--- src/rtl/sim_uart_transmitter.sv ---
// Simulation UART transmitter: byte FIFO feeding an 8N1-style serialiser
// with optional parity and one or two stop bits, bit period = scaler+1 clocks.
module sim_uart_transmitter #(
  parameter int p_fifo_depth = 16,
  parameter int p_stop_bits  = 1,
  parameter int p_parity     = 0
) (
  input  logic                            clk_in,
  input  logic                            rst,
  input  logic [31:0]                     scaler,
  input  logic [7:0]                      i_data,
  input  logic                            i_valid,
  output logic                            o_ready,
  output logic                            o_tx,
  output logic                            o_busy,
  output logic [$clog2(p_fifo_depth):0]   o_fifo_count
);

  localparam int AW = $clog2(p_fifo_depth);
  localparam int CW = AW + 1;
  localparam logic STOP_LAST = (p_stop_bits == 2);

  typedef enum logic [2:0] {IDLE, START, DATA, PARITY, STOP} state_t;

  // Reset asserts immediately but releases two clocks after rst falls.
  logic [1:0] rst_sync_q;
  logic       rst_int;

  always_ff @(posedge clk_in or posedge rst) begin
    if (rst) rst_sync_q <= '1;
    else     rst_sync_q <= {rst_sync_q[0], 1'b0};
  end

  assign rst_int = rst_sync_q[1];

  logic [7:0]    mem_q [p_fifo_depth];
  logic [AW-1:0] wr_ptr_q, wr_ptr_d;
  logic [AW-1:0] rd_ptr_q, rd_ptr_d;
  logic [CW-1:0] cnt_q, cnt_d;
  logic          push, pop;

  state_t        state_q, state_d;
  logic [7:0]    shift_q, shift_d;
  logic          par_q, par_d;
  logic [2:0]    bit_idx_q, bit_idx_d;
  logic          stop_idx_q, stop_idx_d;
  logic [31:0]   baud_q, baud_d;
  logic [31:0]   period_q, period_d;
  logic          busy_q, busy_d;
  logic          bit_end;

  assign o_ready      = (cnt_q < CW'(p_fifo_depth));
  assign push         = i_valid && o_ready;
  assign bit_end      = (baud_q == '0);
  assign o_busy       = busy_q;
  assign o_fifo_count = cnt_q;

  always_ff @(posedge clk_in) begin
    if (push) mem_q[wr_ptr_q] <= i_data;
  end

  // State register
  always_ff @(posedge clk_in or posedge rst_int) begin
    if (rst_int) begin
      wr_ptr_q   <= '0;
      rd_ptr_q   <= '0;
      cnt_q      <= '0;
      state_q    <= IDLE;
      shift_q    <= '0;
      par_q      <= 1'b0;
      bit_idx_q  <= '0;
      stop_idx_q <= 1'b0;
      baud_q     <= '0;
      period_q   <= '0;
      busy_q     <= 1'b0;
    end else begin
      wr_ptr_q   <= wr_ptr_d;
      rd_ptr_q   <= rd_ptr_d;
      cnt_q      <= cnt_d;
      state_q    <= state_d;
      shift_q    <= shift_d;
      par_q      <= par_d;
      bit_idx_q  <= bit_idx_d;
      stop_idx_q <= stop_idx_d;
      baud_q     <= baud_d;
      period_q   <= period_d;
      busy_q     <= busy_d;
    end
  end

  // Next-state logic
  always_comb begin
    state_d    = state_q;
    shift_d    = shift_q;
    par_d      = par_q;
    bit_idx_d  = bit_idx_q;
    stop_idx_d = stop_idx_q;
    period_d   = period_q;
    pop        = 1'b0;
    baud_d     = bit_end ? period_q : baud_q - 32'd1;

    case (state_q)
      IDLE: begin
        baud_d = baud_q;
        if (cnt_q != '0) pop = 1'b1;
      end
      START: begin
        if (bit_end) begin
          state_d   = DATA;
          bit_idx_d = '0;
        end
      end
      DATA: begin
        if (bit_end) begin
          shift_d = shift_q >> 1;
          if (bit_idx_q == 3'd7) begin
            state_d    = (p_parity != 0) ? PARITY : STOP;
            stop_idx_d = 1'b0;
          end else begin
            bit_idx_d = bit_idx_q + 3'd1;
          end
        end
      end
      PARITY: begin
        if (bit_end) begin
          state_d    = STOP;
          stop_idx_d = 1'b0;
        end
      end
      STOP: begin
        if (bit_end) begin
          if (stop_idx_q == STOP_LAST) begin
            if (cnt_q != '0) pop = 1'b1;
            else             state_d = IDLE;
          end else begin
            stop_idx_d = 1'b1;
          end
        end
      end
      default: state_d = IDLE;
    endcase

    // A pop always begins a new frame, whether from IDLE or straight out of STOP.
    if (pop) begin
      state_d  = START;
      shift_d  = mem_q[rd_ptr_q];
      par_d    = ^mem_q[rd_ptr_q];
      period_d = scaler;
      baud_d   = scaler;
    end

    wr_ptr_d = push ? wr_ptr_q + AW'(1) : wr_ptr_q;
    rd_ptr_d = pop  ? rd_ptr_q + AW'(1) : rd_ptr_q;
    cnt_d    = cnt_q + CW'(push) - CW'(pop);
    busy_d   = (state_d != IDLE) || (cnt_d != '0);
  end

  // Output logic
  always_comb begin
    o_tx = 1'b1;
    case (state_q)
      START:   o_tx = 1'b0;
      DATA:    o_tx = shift_q[0];
      PARITY:  o_tx = (p_parity == 2) ? ~par_q : par_q;
      default: o_tx = 1'b1;
    endcase
  end

endmodule

--- config.mk ---
export PLATFORM = sky130hd
export DESIGN_NAME = sim_uart_transmitter
export DESIGN_NICKNAME = d
export VERILOG_FILES = /design/src/rtl/sim_uart_transmitter.sv
export SDC_FILE = /design/constraint.sdc
export NUM_CORES = 1
export LEC_CHECK = 0
export CORE_ASPECT_RATIO = 1.75
export CORE_UTILIZATION = 43
export CTS_CLUSTER_SIZE = 20
export DETAILED_ROUTE_END_ITERATION = 12
export PLACE_DENSITY_LB_ADDON = 0.05
export SKIP_CTS_REPAIR_TIMING = 1
export SLEW_MARGIN = 20
export SYNTH_ARGS = -nofsm -noshare
export SYNTH_HDL_FRONTEND = slang
export SYNTH_SLANG_ARGS = --single-unit
--- constraint.sdc ---
create_clock -name clk_in -period 8.4 [get_ports clk_in]
set_input_delay 0.84 -clock clk_in [delete_from_list [all_inputs] [get_ports clk_in]]
set_output_delay 0.84 -clock clk_in [all_outputs]
set_load 0.1 [all_outputs]
==> out/summary.txt, run 1 <==
Fin worst setup slack: 4.44 ns
Synth Register Bits: 223
Pleak: 4.35 nW
Core ar.: 22700 um2
Die area: 23700 um2
Share of cells above drive strength 1: 10.9%
FF/Latch Area: 6230 um2
GRT Residual Overflow: 0
Psw: 831 uW
Min-Delay Path Class: flop to async pin
Rel. slew slack: 34.2%
Inst Count DP: 1103
YS warnings: 0
Setup Viol. Count Final: 0
Setup CP Type: flop to flop
RR Startpoint: baud_q[0]
Wirelength per Cell: 20.1 um
Slew @ Worst Pin: 0.987 ns
Num CTS Buffers: 22
Ys async rst share: 42.6%
Worst reg2reg endpoint: o_busy
Number of synthesized flops with an enable pin: 128
Top post-synthesis cells by count: nand2_1, edfxtp_1, dfrtp_1
Worst reg-to-reg path cell count: 15
Synth area leader: edfxtp_1
Outcome: finished clean
Max Cap Violations: 0
Non-filler cells, final: 1143
Clock power share: 35.0%
Ports: 51
Final critical path time including I/O delays and setup: 3.96 ns
Synth Instances: 782
Data required time at the worst endpoint: 8.78 ns
Comb pwr share: 17.8%
Internal power: 2.00 mW
Antenna Nets Post-Route: 0
Post-synth cell types: 59
Initial DRT Pass Iterations: 4
CP max FO: 5
R2r setup slk: 4.44 ns
Die Y: 203 um
Max Root-Sink Buffers: 3
Filler cells: 2066
Pins Over Slew Limit: 0
Number of antenna violations at the first check in global routing: 0
Clk_skew: 0.00946 ns
Cell Area, Synth: 9930 um2
F_max: 0.252 GHz
Number of global-route vias before repair: 6735
Setup slack at placement: 4.47 ns
PortBufs: 50
Clock latency on the worst-skew pair: 0.51 ns
Clock-pin slew on the worst setup and hold paths: 0.07 ns
Iter 0 DRT Violations: 241
CTS tree: yes
Routed vias: 6287
Clock Tree Root: clkbuf_16
Final Hold Viols: 0
Critical Path Sink Type: flop
Die span in x: 117 um
Synth top area cells: edfxtp_1, dfrtp_1, mux4_2, nand2_1, o21ai_0
Area of the multi-input gates: 3500 um2
DPL Wire Length: 15.8 mm
Largest net degree at the start of global routing: 76
Sequential area share after synthesis: 62.7%
Synthesized area per cell: 12.7 um2
Data arrival, critical path: 4.34 ns
Cell Rows: 73
Period utilisation layout: 47.2%
Finished Core Util: 50.5%
Yosys top cell area share: 38.7%
Worst hold slack: 0.199 ns
Net count after synthesis: 839
Switching share of power: 29.3%
Primary FF master, synth: edfxtp_1
Share of power burned in registers: 47.2%
Via-to-Cell Ratio: 5.50
Drt drc: 0
Startpoint Class: flop
Final Wtd Congestion: 0.832
H-tree depth: 1
Clock tree sinks: 223
Final wirelength: 23.0 mm
Initial Util: 43.8%
Count leader, synth: nand2_1
Final Net Count: 884
Power per cell area: 248 nW/um2
RSZ-0062 raised after global routing: false
Overall global routing resource usage: 20.2%
P&R area growth vs syn: 15.3%
Sum Neg Setup Slack: 0 ns
First-pass GRT wire length: 36.0 mm
Antenna Cells: 0
Maximum VDD drop: 180 uV
power by group through the flow:
stage	Combinational, mW	Sequential, mW	Clock, mW
after floorplan	0.281	1.43	0
after global placement	0.501	1.35	0
after detailed placement	0.511	1.36	0
after CTS	0.512	1.34	1.02
after global routing	0.552	1.35	1.05
final	0.504	1.34	0.991
cell usage in the layout (no fill, tap or decap), drive strengths merged, types with 5 or more instances in the layout:
| cell | n |
|---|---|
| a21oi | 15 |
| a22o | 6 |
| a22oi | 14 |
| a31oi | 6 |
| and2 | 19 |
| buf | 8 |
| clkbuf | 26 |
| clkdlybuf4s50 | 50 |
| clkinv | 6 |
| clkinvlp | 5 |
| dfrtp | 93 |
| edfxtp | 128 |
| ha | 13 |
| inv | 18 |
| mux2i | 13 |
| mux4 | 32 |
| nand2 | 152 |
| nand3 | 11 |
| nand4 | 5 |
| nor2 | 42 |
| nor3 | 16 |
| nor4 | 8 |
| o211ai | 15 |
| o21ai | 52 |
| o311ai | 7 |
| or3 | 5 |
| xnor2 | 22 |
| xor2 | 12 |
sequential cells by signal (all words and copies together), names as in the netlist:
register,count
rd_ptr_q,4
period_q,32
bit_idx_q,3
state_q,3
wr_ptr_q,4
o_fifo_count,5
shift_q,8
par_q,1
o_busy,1
baud_q,32
mem_q,128
rst_sync_q,2
kinds of logic (layout without fill, tap and decap cells):
group / Yosys count / count (layout) / synth area share (%)
AO/OA/AOI/OAI: 133 / 133 / 8.60
XOR/XNOR: 34 / 34 / 3.00
adder cells (fa/ha/maj): 14 / 14 / 1.84
buffers and inverters: 54 / 115 / 2.22
flip-flops: 223 / 223 / 62.7
multiplexers: 45 / 45 / 8.57
other: 1 / 1 / 0.0378
AND/OR/NAND/NOR: 278 / 278 / 13.0
worst max-delay path, cell delays in order, from the launching register on:
cell      delay, ns
dfrtp_1        0.39
inv_1          0.09
ha_1           0.22
nor4b_1        0.54
nand4_1        0.45
or3_1          0.53
a21oi_4        0.17
nand2_1        0.11
nand2_1        0.08
ha_1           0.16
inv_1          0.05
fa_1           0.40
xnor2_1        0.17
o21bai_1       0.16
nor4_1         0.18
nand3_1        0.12
metrics by stage:
stage	instance area (um2)	power [mW]
4_1_cts	11400	2.87
5_1_grt	11400	2.96
2_1_floorplan	9930	1.71
3_5_place_dp	10700	1.87
6_report	11400	2.83
3_3_place_gp	10700	1.86
per-layer routing:
layer  routed length, um  GRT usage [%]  up-vias
met1                8200           20.8     3175
met5                   0              0        -
met2               13300           40.1      119
li1                    -              -     2951
met3                 693           2.36       42
met4                 754           7.59        0
worst max-delay path by stage:
| stage | startpoint | endpoint | slack (ns) | cells past startpoint |
|---|---|---|---|---|
| after floorplan | baud_q[0] | o_busy | 4.60 | 18 |
| after global placement | baud_q[0] | o_busy | 4.60 | 18 |
| after detailed placement | baud_q[0] | o_busy | 4.47 | 15 |
| after CTS | baud_q[0] | o_busy | 4.48 | 15 |
| after global routing | baud_q[0] | o_busy | 4.13 | 18 |
| final | baud_q[0] | o_busy | 4.44 | 15 |
area by class of cell:
| cell class | count | share of cell area (%) |
|---|---|---|
| Inverter | 17 | 0.579 |
| Tap cell | 300 | 3.28 |
| Clock inverter | 14 | 1.19 |
| Multi-Input combinational cell | 505 | 30.5 |
| Clock buffer | 26 | 5.13 |
| Timing Repair Buffer | 58 | 4.90 |
| Sequential cell | 223 | 54.4 |
(Power assumes the default switching activity.)
==> inputs of run 2 (changes only) <==
==> constraint.sdc (replaced) <==
create_clock -name clk_in -period 4.06 [get_ports clk_in]
set_input_delay 0.406 -clock clk_in [delete_from_list [all_inputs] [get_ports clk_in]]
set_output_delay 0.406 -clock clk_in [all_outputs]
set_load 0.1 [all_outputs]
==> out/summary.txt, run 2 (synthesized netlist as in run 1, its figures left out) <==
Num CTS Buffers: 23
Via-to-Cell Ratio: 5.53
Number of antenna violations at the first check in global routing: 0
Met2 Use GR: 41.7%
Initial DRT Pass Iterations: 5
Critical Path Sink Type: flop
Clock-pin slew on the worst setup and hold paths: 0.06 ns
Worst hold slack: 0.219 ns
Antenna Cells: 0
Largest register by flop count: mem_q
Rel. slew slack: 34.4%
P&R area growth vs syn: 16.3%
GRT Residual Overflow: 0
Post-DP Area: 10800 um2
Final Wtd Congestion: 0.785
Core ar.: 22700 um2
H-tree depth: 1
Routed vias: 6400
Final Hold Viols: 0
Initial Util: 43.8%
Ports: 51
Overall global routing resource usage: 21.0%
Die area: 23700 um2
Biggest registers after layout: mem_q x128, baud_q x32, period_q x32
Max Root-Sink Buffers: 3
Max reg flops: 128
FF/Latch Area: 6220 um2
PortBufs: 50
Data arrival, critical path: 3.96 ns
Wirelength per Cell: 20.4 um
Most frequent cells in the layout: nand2_1, edfxtp_1, dfrtp_1
Sum Neg Setup Slack: 0 ns
Data required time at the worst endpoint: 4.44 ns
Design Area, Final: 11500 um2
Pleak: 4.43 nW
Setup Viol. Count Final: 0
Setup CP Type: flop to flop
Startpoint Class: flop
Iter 0 DRT Violations: 339
Area of the multi-input gates: 3500 um2
Die Y: 203 um
Pins Over Slew Limit: 0
Clock Tree Root: clkbuf_16
Power per cell area: 509 nW/um2
F_max: 0.279 GHz
Clock tree sinks: 223
Final critical path time including I/O delays and setup: 3.58 ns
Cell Rows: 73
Gr busiest metal: met2
DPL Wire Length: 16.5 mm
Min-Delay Path Class: primary input to async pin
Non-filler cells, final: 1157
Share of cells above drive strength 1: 12.1%
Final wirelength: 23.7 mm
Clock latency on the worst-skew pair: 0.51 ns
CP max FO: 4
Largest net degree at the start of global routing: 68
Period utilisation layout: 88.2%
Most common cell after layout, fill and taps aside: nand2_1
Number of global-route vias before repair: 6735
Outcome: finished clean
Slew @ Worst Pin: 0.980 ns
Max Cap Violations: 0
RSZ-0062 raised after global routing: false
Filler cells: 2075
Final Net Count: 899
Routing usage on met3: 2.84%
Inst Count DP: 1117
Antenna Nets Post-Route: 0
Clk_skew: 0.00877 ns
Met1 Resource Use GR: 21.6%
CTS tree: yes
First-pass GRT wire length: 37.1 mm
Maximum VDD drop: 374 uV
Die span in x: 117 um
Drt drc: 0
run 2: final cells by class:
type	count	share of cell area, %
clock inverter	15	1.15
clock buffer	25	5.05
timing repair buffer	72	5.77
sequential	223	53.9
tap	300	3.25
multi-input combinational	505	30.3
inverter	17	0.574
run 2: worst paths after layout:
| path | from | endpoint | slack (ns) | depth (start not counted) |
|---|---|---|---|---|
| worst max-delay path | baud_q[0] | o_busy | 0.48 | 16 |
| worst min-delay path | rst | rst_sync_q[0] | 0.22 | 2 |
| worst max register to register | baud_q[0] | o_busy | 0.48 | 16 |
| worst min register to register | rst_sync_q[0] | rst_sync_q[1] | 0.36 | 0 |
| max in group asynchronous | rst_sync_q[1] | rd_ptr_q[0] | 2.69 | 2 |
| min in group clk_in | rst_sync_q[0] | rst_sync_q[1] | 0.36 | 0 |
run 2: worst max-delay path: stages, from the launching register on:
cell	delay, ns
dfrtp_1	0.39
inv_1	0.11
ha_1	0.22
nor4b_1	0.29
buf_4	0.18
nand4_1	0.19
or3_1	0.47
a21oi_4	0.18
nand2_1	0.11
nand2_1	0.08
ha_1	0.16
inv_1	0.06
fa_1	0.40
xnor2_1	0.16
o21bai_1	0.15
nor4_1	0.19
nand3_1	0.11
run 2: power by group:
part / leakage [nW] / internal, mW / switching, mW
logic: 1.72 / 0.393 / 0.675
clock network: 0.350 / 1.17 / 0.872
registers: 2.36 / 2.60 / 0.171
total: 4.43 / 4.16 / 1.72
run 2: through the flow:
step	utilization [%]	total power, mW	setup WS (ns)
6_report	51.0	5.88	0.478
2_1_floorplan	-	3.53	0.256
3_3_place_gp	47.8	3.86	0.633
3_5_place_dp	47.8	3.89	0.477
4_1_cts	51.0	5.95	0.457
5_1_grt	51.0	6.13	0.211
run 2: routing by layer:
layer | routed length, um | up-vias
li1 | - | 2983
met1 | 8350 | 3233
met2 | 13700 | 142
met3 | 836 | 42
met4 | 724 | 0
met5 | 0 | -
==> inputs of run 3 (changes only) <==
--- a/config.mk
+++ b/config.mk
@@ -6,7 +6,7 @@
 export NUM_CORES = 1
 export LEC_CHECK = 0
 export CORE_ASPECT_RATIO = 1.75
-export CORE_UTILIZATION = 43
+export CORE_UTILIZATION = 38
 export CTS_CLUSTER_SIZE = 20
 export DETAILED_ROUTE_END_ITERATION = 12
 export PLACE_DENSITY_LB_ADDON = 0.05
==> out/summary.txt, run 3 (synthesized netlist as in run 1, its figures left out) <==
Outcome: finished clean
Data required time at the worst endpoint: 4.47 ns
Die area: 26800 um2
Largest register by flop count: mem_q
CTS tree: yes
Largest net degree at the start of global routing: 67
Final wirelength: 24.5 mm
Max Cap Violations: 0
Overall global routing resource usage: 19.2%
FF/Latch Area: 6220 um2
Psw: 1.78 mW
Final critical path time including I/O delays and setup: 3.69 ns
Clock Tree Root: clkbuf_16
Max reg flops: 128
Area of the multi-input gates: 3500 um2
H-tree depth: 1
Most frequent cells in the layout: nand2_1, edfxtp_1, dfrtp_1
PortBufs: 50
GRT Residual Overflow: 0
Share of power burned in registers: 46.2%
Final Net Count: 896
P&R area growth vs syn: 16.6%
Finished Core Util: 45.5%
Rel. slew slack: 35.1%
Fin worst setup slack: 0.370 ns
Cell Rows: 77
Iter 0 DRT Violations: 333
Final Wtd Congestion: 0.803
Antenna Cells: 0
Period utilisation layout: 90.9%
Pins Over Slew Limit: 0
Number of antenna violations at the first check in global routing: 0
Slew @ Worst Pin: 0.971 ns
Clock power share: 35.9%
Worst hold slack: 0.188 ns
Wirelength per Cell: 20.9 um
Critical Path Sink Type: flop
RSZ-0062 raised after global routing: false
Ports: 51
Design Area, Final: 11600 um2
Inst Count DP: 1130
Internal power: 4.22 mW
Tot Pwr: 6.00 mW
Initial DRT Pass Iterations: 7
Power per cell area: 518 nW/um2
Antenna Nets Post-Route: 0
DPL Wire Length: 17.2 mm
Routed vias: 6309
Data arrival, critical path: 4.10 ns
Drt drc: 0
Sum Neg Setup Slack: 0 ns
Maximum VDD drop: 357 uV
Setup CP Type: flop to flop
Setup slack at placement: 0.390 ns
Clock latency on the worst-skew pair: 0.54 ns
Via-to-Cell Ratio: 5.38
Share of cells above drive strength 1: 11.7%
Most common cell after layout, fill and taps aside: nand2_1
Final Hold Viols: 0
Num CTS Buffers: 23
Min-Delay Path Class: primary input to async pin
Die span in x: 124 um
First-pass GRT wire length: 38.4 mm
Switching share of power: 29.6%
Number of global-route vias before repair: 6781
Non-filler cells, final: 1172
Clk_skew: 0.0136 ns
F_max: 0.271 GHz
CP max FO: 4
Pleak: 4.43 nW
Comb pwr share: 17.8%
Clock tree sinks: 223
Core ar.: 25400 um2
Startpoint Class: flop
Post-DP Area: 10800 um2
Initial Util: 39.0%
Max Root-Sink Buffers: 3
Setup Viol. Count Final: 0
Clock-pin slew on the worst setup and hold paths: 0.07 ns
Filler cells: 2378
Die Y: 216 um
Biggest registers after layout: mem_q x128, baud_q x32, period_q x32
## run 3: critical path, cell delays in order (launching register included)
cell and delay (ns):
dfrtp_1 0.38, inv_1 0.11, ha_1 0.22, nor4b_1 0.47
nand4_1 0.28, or3_1 0.47, a21oi_4 0.18, nand2_1 0.11
nand2_1 0.07, ha_1 0.17, inv_1 0.06, fa_1 0.40
xnor2_1 0.17, o21bai_1 0.16, nor4_1 0.21, nand3_1 0.11
## run 3: layout make-up
| class | count | area share (%) |
|---|---|---|
| timing repair buffer | 69 | 5.55 |
| clock inverter | 15 | 1.39 |
| sequential | 223 | 53.8 |
| tap | 316 | 3.41 |
| inverter | 17 | 0.573 |
| clock buffer | 27 | 5.10 |
| multi-input combinational | 505 | 30.2 |
## run 3: power groups by stage
stage,Combinational [mW],Sequential (mW),Clock [mW]
finish,1.07,2.77,2.16
global route,1.17,2.80,2.29
CTS,1.08,2.78,2.22
detailed placement,1.08,2.82,0
global placement,1.07,2.81,0
floorplan,0.582,2.95,0
## run 3: worst paths after layout
kind | start | depth (start not counted) | end | slack, ns
setup reg to reg | baud_q[0] | 15 | o_busy | 0.37
hold / removal | rst | 2 | rst_sync_q[0] | 0.19
setup / recovery | baud_q[0] | 15 | o_busy | 0.37
max in group asynchronous | rst_sync_q[1] | 2 | wr_ptr_q[1] | 2.71
hold reg to reg | rst_sync_q[0] | 0 | rst_sync_q[1] | 0.36
min in group clk_in | rst_sync_q[0] | 0 | rst_sync_q[1] | 0.36
## run 3: layer usage
layer  part of all wire (%)  global-route usage (%)  up-vias
met5                      0                       0        -
met4                    3.3                    7.78        0
met3                    3.2                    2.72       45
met2                     58                    37.4      125
met1                     35                    19.6     3160
li1                       -                       -     2979
